[src/rtl/video_timing_gen_if.sv]
// ============================================================================
// Module      : video_timing_gen_if
// Description : Pixel source handshake and encoder-side video bus for
//               video_timing_gen.
// Revision    : 1.0 - initial release
// ============================================================================
`default_nettype none

interface video_timing_gen_if;
  logic [23:0] in_rgb;
  logic        in_valid;
  logic        in_ready;
  logic [7:0]  out_r;
  logic [7:0]  out_g;
  logic [7:0]  out_b;
  logic        out_de;
  logic        out_hsync;
  logic        out_vsync;
  logic        frame_start;
  logic        underflow;

  // Upstream pixel source and encoder-side observer
  modport master (
    output in_rgb, in_valid,
    input  in_ready, out_r, out_g, out_b, out_de, out_hsync, out_vsync,
           frame_start, underflow
  );

  // Timing generator
  modport slave (
    input  in_rgb, in_valid,
    output in_ready, out_r, out_g, out_b, out_de, out_hsync, out_vsync,
           frame_start, underflow
  );
endinterface

`default_nettype wire

[src/rtl/video_timing_gen.sv]
// ============================================================================
// Module      : video_timing_gen
// Description : Raster timing generator feeding the TMDS encoders; pulls
//               pixels with valid/ready and flags underflow. Optional macro
//               VTG_TEST_PATTERN_EN replaces underflowed pixels with colour bars.
// Revision    : 1.0 - initial release
// ============================================================================
`default_nettype none

module video_timing_gen #(
  parameter int H_ACTIVE = 640,
  parameter int H_FP     = 16,
  parameter int H_SYNC   = 96,
  parameter int H_BP     = 48,
  parameter int V_ACTIVE = 480,
  parameter int V_FP     = 10,
  parameter int V_SYNC   = 2,
  parameter int V_BP     = 33,
  parameter bit HS_POL   = 1'b0,
  parameter bit VS_POL   = 1'b0
) (
  input  wire logic          clk_pixel,
  input  wire logic          reset,
  input  wire logic          enable,
  video_timing_gen_if.slave  vif
);

  localparam int H_TOTAL = H_ACTIVE + H_FP + H_SYNC + H_BP;
  localparam int V_TOTAL = V_ACTIVE + V_FP + V_SYNC + V_BP;
  localparam int HW      = $clog2(H_TOTAL);
  localparam int VW      = $clog2(V_TOTAL);

  localparam logic [31:0] C_H_LAST     = 32'(H_TOTAL - 1);
  localparam logic [31:0] C_V_LAST     = 32'(V_TOTAL - 1);
  localparam logic [31:0] C_H_ACTIVE   = 32'(H_ACTIVE);
  localparam logic [31:0] C_V_ACTIVE   = 32'(V_ACTIVE);
  localparam logic [31:0] C_HS_START   = 32'(H_ACTIVE + H_FP);
  localparam logic [31:0] C_HS_END     = 32'(H_ACTIVE + H_FP + H_SYNC);
  localparam logic [31:0] C_VS_START   = 32'(V_ACTIVE + V_FP);
  localparam logic [31:0] C_VS_END     = 32'(V_ACTIVE + V_FP + V_SYNC);

  logic [HW-1:0] h_cnt_q, h_cnt_d;
  logic [VW-1:0] v_cnt_q, v_cnt_d;

  logic [23:0] rgb_q, rgb_d;
  logic        de_q, de_d;
  logic        hsync_q, hsync_d;
  logic        vsync_q, vsync_d;
  logic        fs_q, fs_d;
  logic        uf_q, uf_d;

  logic [31:0] w_h;
  logic [31:0] w_v;
  logic        w_h_wrap;
  logic        w_active;
  logic        w_hs_act;
  logic        w_vs_act;
  logic        w_req;
  logic [23:0] w_fill;

  assign w_h      = 32'(h_cnt_q);
  assign w_v      = 32'(v_cnt_q);
  assign w_h_wrap = (w_h == C_H_LAST);
  assign w_active = (w_h < C_H_ACTIVE) && (w_v < C_V_ACTIVE);
  assign w_hs_act = (w_h >= C_HS_START) && (w_h < C_HS_END);
  assign w_vs_act = (w_v >= C_VS_START) && (w_v < C_VS_END);
  assign w_req    = w_active && enable;

  always_comb begin
    h_cnt_d = h_cnt_q;
    v_cnt_d = v_cnt_q;
    if (!enable) begin
      h_cnt_d = '0;
      v_cnt_d = '0;
    end else if (w_h_wrap) begin
      h_cnt_d = '0;
      v_cnt_d = (w_v == C_V_LAST) ? '0 : v_cnt_q + VW'(1);
    end else begin
      h_cnt_d = h_cnt_q + HW'(1);
    end
  end

`ifdef VTG_TEST_PATTERN_EN
  // Bar index tracks h_cnt / (H_ACTIVE/8) without a divider.
  localparam int BAR_W = H_ACTIVE / 8;
  localparam int BCW   = (BAR_W > 1) ? $clog2(BAR_W) : 1;
  localparam logic [BCW-1:0] C_BAR_LAST = BCW'(BAR_W - 1);

  logic [BCW-1:0] bar_cnt_q, bar_cnt_d;
  logic [2:0]     bar_idx_q, bar_idx_d;

  always_comb begin
    bar_cnt_d = bar_cnt_q;
    bar_idx_d = bar_idx_q;
    if (!enable || w_h_wrap) begin
      bar_cnt_d = '0;
      bar_idx_d = '0;
    end else if (bar_cnt_q == C_BAR_LAST) begin
      bar_cnt_d = '0;
      bar_idx_d = bar_idx_q + 3'd1;
    end else begin
      bar_cnt_d = bar_cnt_q + BCW'(1);
    end
  end

  always_ff @(posedge clk_pixel) begin
    if (reset) begin
      bar_cnt_q <= '0;
      bar_idx_q <= '0;
    end else begin
      bar_cnt_q <= bar_cnt_d;
      bar_idx_q <= bar_idx_d;
    end
  end

  always_comb begin
    w_fill = 24'h000000;
    case (bar_idx_q)
      3'd0:    w_fill = 24'hFFFFFF;
      3'd1:    w_fill = 24'hFFFF00;
      3'd2:    w_fill = 24'h00FFFF;
      3'd3:    w_fill = 24'h00FF00;
      3'd4:    w_fill = 24'hFF00FF;
      3'd5:    w_fill = 24'hFF0000;
      3'd6:    w_fill = 24'h0000FF;
      default: w_fill = 24'h000000;
    endcase
  end
`else
  assign w_fill = 24'h000000;
`endif

  always_comb begin
    de_d    = w_req;
    hsync_d = (enable && w_hs_act) ? HS_POL : ~HS_POL;
    vsync_d = (enable && w_vs_act) ? VS_POL : ~VS_POL;
    fs_d    = enable && (h_cnt_q == '0) && (v_cnt_q == '0);
    rgb_d   = 24'h000000;
    uf_d    = uf_q;
    if (w_req) begin
      if (vif.in_valid) begin
        rgb_d = vif.in_rgb;
      end else begin
        rgb_d = w_fill;
        uf_d  = 1'b1;
      end
    end
  end

  always_ff @(posedge clk_pixel) begin
    if (reset) begin
      h_cnt_q <= '0;
      v_cnt_q <= '0;
      rgb_q   <= 24'h000000;
      de_q    <= 1'b0;
      hsync_q <= ~HS_POL;
      vsync_q <= ~VS_POL;
      fs_q    <= 1'b0;
      uf_q    <= 1'b0;
    end else begin
      h_cnt_q <= h_cnt_d;
      v_cnt_q <= v_cnt_d;
      rgb_q   <= rgb_d;
      de_q    <= de_d;
      hsync_q <= hsync_d;
      vsync_q <= vsync_d;
      fs_q    <= fs_d;
      uf_q    <= uf_d;
    end
  end

  assign vif.in_ready    = w_req;
  assign vif.out_r       = rgb_q[23:16];
  assign vif.out_g       = rgb_q[15:8];
  assign vif.out_b       = rgb_q[7:0];
  assign vif.out_de      = de_q;
  assign vif.out_hsync   = hsync_q;
  assign vif.out_vsync   = vsync_q;
  assign vif.frame_start = fs_q;
  assign vif.underflow   = uf_q;

endmodule

`default_nettype wire

[src/flat_wrapper.sv]
// flat-port wrapper written by rule: the top's interface ports become plain ports
module video_timing_gen_flat 
#(
  parameter int H_ACTIVE = 640,
  parameter int H_FP     = 16,
  parameter int H_SYNC   = 96,
  parameter int H_BP     = 48,
  parameter int V_ACTIVE = 480,
  parameter int V_FP     = 10,
  parameter int V_SYNC   = 2,
  parameter int V_BP     = 33,
  parameter bit HS_POL   = 1'b0,
  parameter bit VS_POL   = 1'b0
)
  (clk_pixel, reset, enable, vif_in_rgb, vif_in_valid, vif_in_ready, vif_out_r, vif_out_g, vif_out_b, vif_out_de, vif_out_hsync, vif_out_vsync, vif_frame_start, vif_underflow);
  video_timing_gen_if vif_i ();
  input  wire logic clk_pixel;
  input  wire logic reset;
  input  wire logic enable;
  input wire logic [$bits(vif_i.in_rgb)-1:0] vif_in_rgb;
  input wire logic [$bits(vif_i.in_valid)-1:0] vif_in_valid;
  output wire logic [$bits(vif_i.in_ready)-1:0] vif_in_ready;
  output wire logic [$bits(vif_i.out_r)-1:0] vif_out_r;
  output wire logic [$bits(vif_i.out_g)-1:0] vif_out_g;
  output wire logic [$bits(vif_i.out_b)-1:0] vif_out_b;
  output wire logic [$bits(vif_i.out_de)-1:0] vif_out_de;
  output wire logic [$bits(vif_i.out_hsync)-1:0] vif_out_hsync;
  output wire logic [$bits(vif_i.out_vsync)-1:0] vif_out_vsync;
  output wire logic [$bits(vif_i.frame_start)-1:0] vif_frame_start;
  output wire logic [$bits(vif_i.underflow)-1:0] vif_underflow;
  assign vif_i.in_rgb = vif_in_rgb;
  assign vif_i.in_valid = vif_in_valid;
  assign vif_in_ready = vif_i.in_ready;
  assign vif_out_r = vif_i.out_r;
  assign vif_out_g = vif_i.out_g;
  assign vif_out_b = vif_i.out_b;
  assign vif_out_de = vif_i.out_de;
  assign vif_out_hsync = vif_i.out_hsync;
  assign vif_out_vsync = vif_i.out_vsync;
  assign vif_frame_start = vif_i.frame_start;
  assign vif_underflow = vif_i.underflow;
  video_timing_gen #(.H_ACTIVE(H_ACTIVE), .H_FP(H_FP), .H_SYNC(H_SYNC), .H_BP(H_BP), .V_ACTIVE(V_ACTIVE), .V_FP(V_FP), .V_SYNC(V_SYNC), .V_BP(V_BP), .HS_POL(HS_POL), .VS_POL(VS_POL)) u_core (.clk_pixel(clk_pixel), .reset(reset), .enable(enable), .vif(vif_i));
endmodule
[config.mk]
export PLATFORM = sky130hd
export DESIGN_NAME = video_timing_gen_flat
export DESIGN_NICKNAME = d
export VERILOG_FILES = /design/src/rtl/video_timing_gen_if.sv /design/src/rtl/video_timing_gen.sv /design/src/flat_wrapper.sv
export SDC_FILE = /design/constraint.sdc
export NUM_CORES = 1
export LEC_CHECK = 0
export CAP_MARGIN = 20
export CORE_UTILIZATION = 35
export CTS_BUF_LIST = sky130_fd_sc_hd__clkbuf_4
export CTS_CLUSTER_DIAMETER = 50
export DETAILED_ROUTE_END_ITERATION = 8
export PLACE_DENSITY = 0.62
export SLEW_MARGIN = 20
export SYNTH_ARGS = -nofsm -noshare
export SYNTH_HDL_FRONTEND = slang
export SYNTH_SLANG_ARGS = --single-unit
[constraint.sdc]
create_clock -name clk_pixel -period 3.43 [get_ports clk_pixel]
set_input_delay 0.343 -clock clk_pixel [delete_from_list [all_inputs] [get_ports clk_pixel]]
set_output_delay 0.343 -clock clk_pixel [all_outputs]
set_load 0.02 [all_outputs]
==> flow_summary.json <==
{
  "outcome": "finished clean",
  "cp_cell_sequence": "o21ai_0 -> nand4b_1 -> inv_1 -> clkdlybuf4s50_1",
  "path_depth": 4,
  "syn_avg_cell_area_um2": 9.91,
  "vias": 1432,
  "drv_slew": 0,
  "vdd_drop_max_mv": 0.188,
  "max_stage_delay_ns": 0.59,
  "syn_to_final_growth_pct": 38.3,
  "wl_um": 3710,
  "p_int_w": 0.000707,
  "p_leak_nw": 0.916,
  "synth-edff-count": 0,
  "wl_per_cell_um": 11.9,
  "start_util": 0.374,
  "ys_types": 38,
  "drive_gt1_frac": 0.0490,
  "rows": 25,
  "diodes": 0,
  "worstHoldPathCells": 1,
  "slew_headroom": 0.636,
  "clkLatencyLatePin_ns": 0.35,
  "hold_buffers": 0,
  "antenna_found_initial": 0,
  "crit_slowest_cell": "clkdlybuf4s50_1",
  "grt_max_degree": 25,
  "htreeDepth": 2,
  "grt_setup_unrepaired": "no",
  "pin_count": 58,
  "cp-end-kind": "primary output",
  "setup_tns_ns": 0,
  "clockPowerShare": 0.270,
  "cts_setup_buffers": 0,
  "power.share.switching": 0.228,
  "finalNetCount": 277,
  "power_frac_comb": 0.093,
  "pwr-share-seq": 0.637,
  "drt_pre_antenna_iters": 4,
  "seq_area_um2": 981,
  "synth-seq-area-share": 0.538,
  "hold_path.class": "reg2reg",
  "die_x_um": 74.2,
  "synth_seq_cells": 49,
  "hold_viol": 0,
  "finClkSkew_ns": 0.00565,
  "clkTransAtPathRegs_ns": 0.13,
  "crit_path_start_kind": "flop",
  "n_fill_cell": 483,
  "ys.flop_type": "dfxtp_1",
  "cts_resized": 0,
  "cap_violations": 0,
  "period_minus_slack_ns": 2.23,
  "fin_cells": 312,
  "drtIter0Drc": 59,
  "layout_common_cells": "clkdlybuf4s50_1 (57), dfxtp_1 (49), and2_1 (24)",
  "place_inst": 305,
  "fp.dieArea_um2": 5500,
  "grt_pass1_vias": 1169,
  "final_common_cell": "clkdlybuf4s50_1",
  "grtUsageTotal": 0.135,
  "worstSetupPathType": "reg2out",
  "crit_path_max_fanout": 6,
  "clockBufferDepth": 2,
  "p_sw_w": 0.000209,
  "ys_async_sr_fraction": 0,
  "fin_crit_sh": 0.650,
  "vias_per_cell": 4.59,
  "drc_errors": 0,
  "grt_pass1_wl_um": 5560,
  "setup_violations": 0,
  "ys_warn_count": 0,
  "cts_root_buffer": "clkbuf_4",
  "syn-cell-area_um2": 1820,
  "fmax_mhz": 448,
  "io_buffers": 57,
  "place.gp.congestion": 0.810,
  "synthCells": 184,
  "dpl.hpwl_um": 2750,
  "tightest_slew_ns": 0.542,
  "cts_sinks": 49,
  "required_ns": 3.09,
  "cp_top_family": "buffers and inverters",
  "ant_nets": 0,
  "powerDensity_nw_per_um2": 363,
  "core-area_um2": 4880,
  "timing.reg2reg.worst_path_depth": 5,
  "cts_buffers": 5,
  "grt_remaining_overflow": 0,
  "cp_num_buf_inv": 2,
  "cts_tree": "built",
  "worst-endpoint-arrival_ns": 1.89,
  "multi_input_area_um2": 803,
  "synthesis.nets": 216,
  "die_h_um": 74.2
}
-- power by group through the flow --
stage / clock network [W] / logic (W) / registers [W]
2_1_floorplan: 0 / 0.0000174 / 0.000608
3_3_place_gp: 0 / 0.0000851 / 0.000596
3_5_place_dp: 0 / 0.0000855 / 0.000596
4_1_cts: 0.000263 / 0.0000859 / 0.000584
5_1_grt: 0.000283 / 0.0000918 / 0.000585
6_report: 0.000247 / 0.0000853 / 0.000583
-- metrics by stage --
step / total power [W] / hold slack [ns] / util / setup WS (ns) / area (µm²)
2_1_floorplan: 0.000626 / 0.414 / - / 1.50 / 1820
3_3_place_gp: 0.000681 / 0.460 / 0.507 / 1.37 / 2470
3_5_place_dp: 0.000682 / 0.471 / 0.507 / 1.36 / 2470
4_1_cts: 0.000933 / 0.503 / 0.517 / 1.19 / 2520
5_1_grt: 0.000960 / 0.501 / 0.517 / 1.07 / 2520
6_report: 0.000915 / 0.500 / 0.517 / 1.20 / 2520
-- state kept, by name, indices dropped and copies added (netlist names) --
register	flops
u_core.rgb_q	24
u_core.h_cnt_q	10
u_core.v_cnt_q	10
u_core.vif.frame_start	1
u_core.vif.out_de	1
u_core.vif.out_hsync	1
u_core.vif.out_vsync	1
u_core.vif.underflow	1
-- worst register-to-register path, delay by kind of cell (launching register included) --
family          cells  cell delay (ns)
fa+ha+maj           1             0.27
flops               1             0.41
simple gates        3             1.20
compound gates      1             0.14
-- worst paths after layout --
path / from / endpoint / slack, ns
worst max-delay path: u_core.h_cnt_q[7] / vif_in_ready / 1.20
worst min-delay path: u_core.h_cnt_q[0] / u_core.h_cnt_q[0] / 0.50
worst max register to register: u_core.h_cnt_q[0] / u_core.v_cnt_q[4] / 1.35
worst min register to register: u_core.h_cnt_q[0] / u_core.h_cnt_q[0] / 0.50
-- cells by family (layout without fill, tap and decap cells) --
family	after synthesis	in the layout	synth area share
buffers and inverters	11	72	0.0240
and+or+nand+nor	93	93	0.307
DFF	49	49	0.538
adders and majority gates	4	4	0.0275
AOI/OAI and AO/OA	16	16	0.0508
xor gates and xnor gates	11	11	0.0528
-- Yosys cell counts, types with 5 or more instances --
cell type | n | area (µm²)
nand3_1 | 9 | 45.0
and2_1 | 24 | 150
nand2_1 | 8 | 30.0
xor2_1 | 6 | 52.6
dfxtp_1 | 49 | 981
inv_1 | 7 | 26.3
xnor2_1 | 5 | 43.8
a21oi_1 | 7 | 35.0
nor2_1 | 16 | 60.1
-- routing by layer --
metal  up-vias  global-route usage  part of all wire
met4         0              0.0385            0.0092
met1       624               0.181              0.48
met5         -                   0                 0
met2        53               0.201              0.43
li1        750                   -                 -
met3         5              0.0528             0.076
-- final cells by class --
class | instances | share of cell area
clock inverters | 2 | 0.00447
inverters | 7 | 0.0104
multi-input cells | 124 | 0.319
clock buffers | 5 | 0.0149
flip-flops and latches | 49 | 0.389
well taps | 67 | 0.0333
repair buffers | 58 | 0.229
Power figures use the tool's default switching activity.
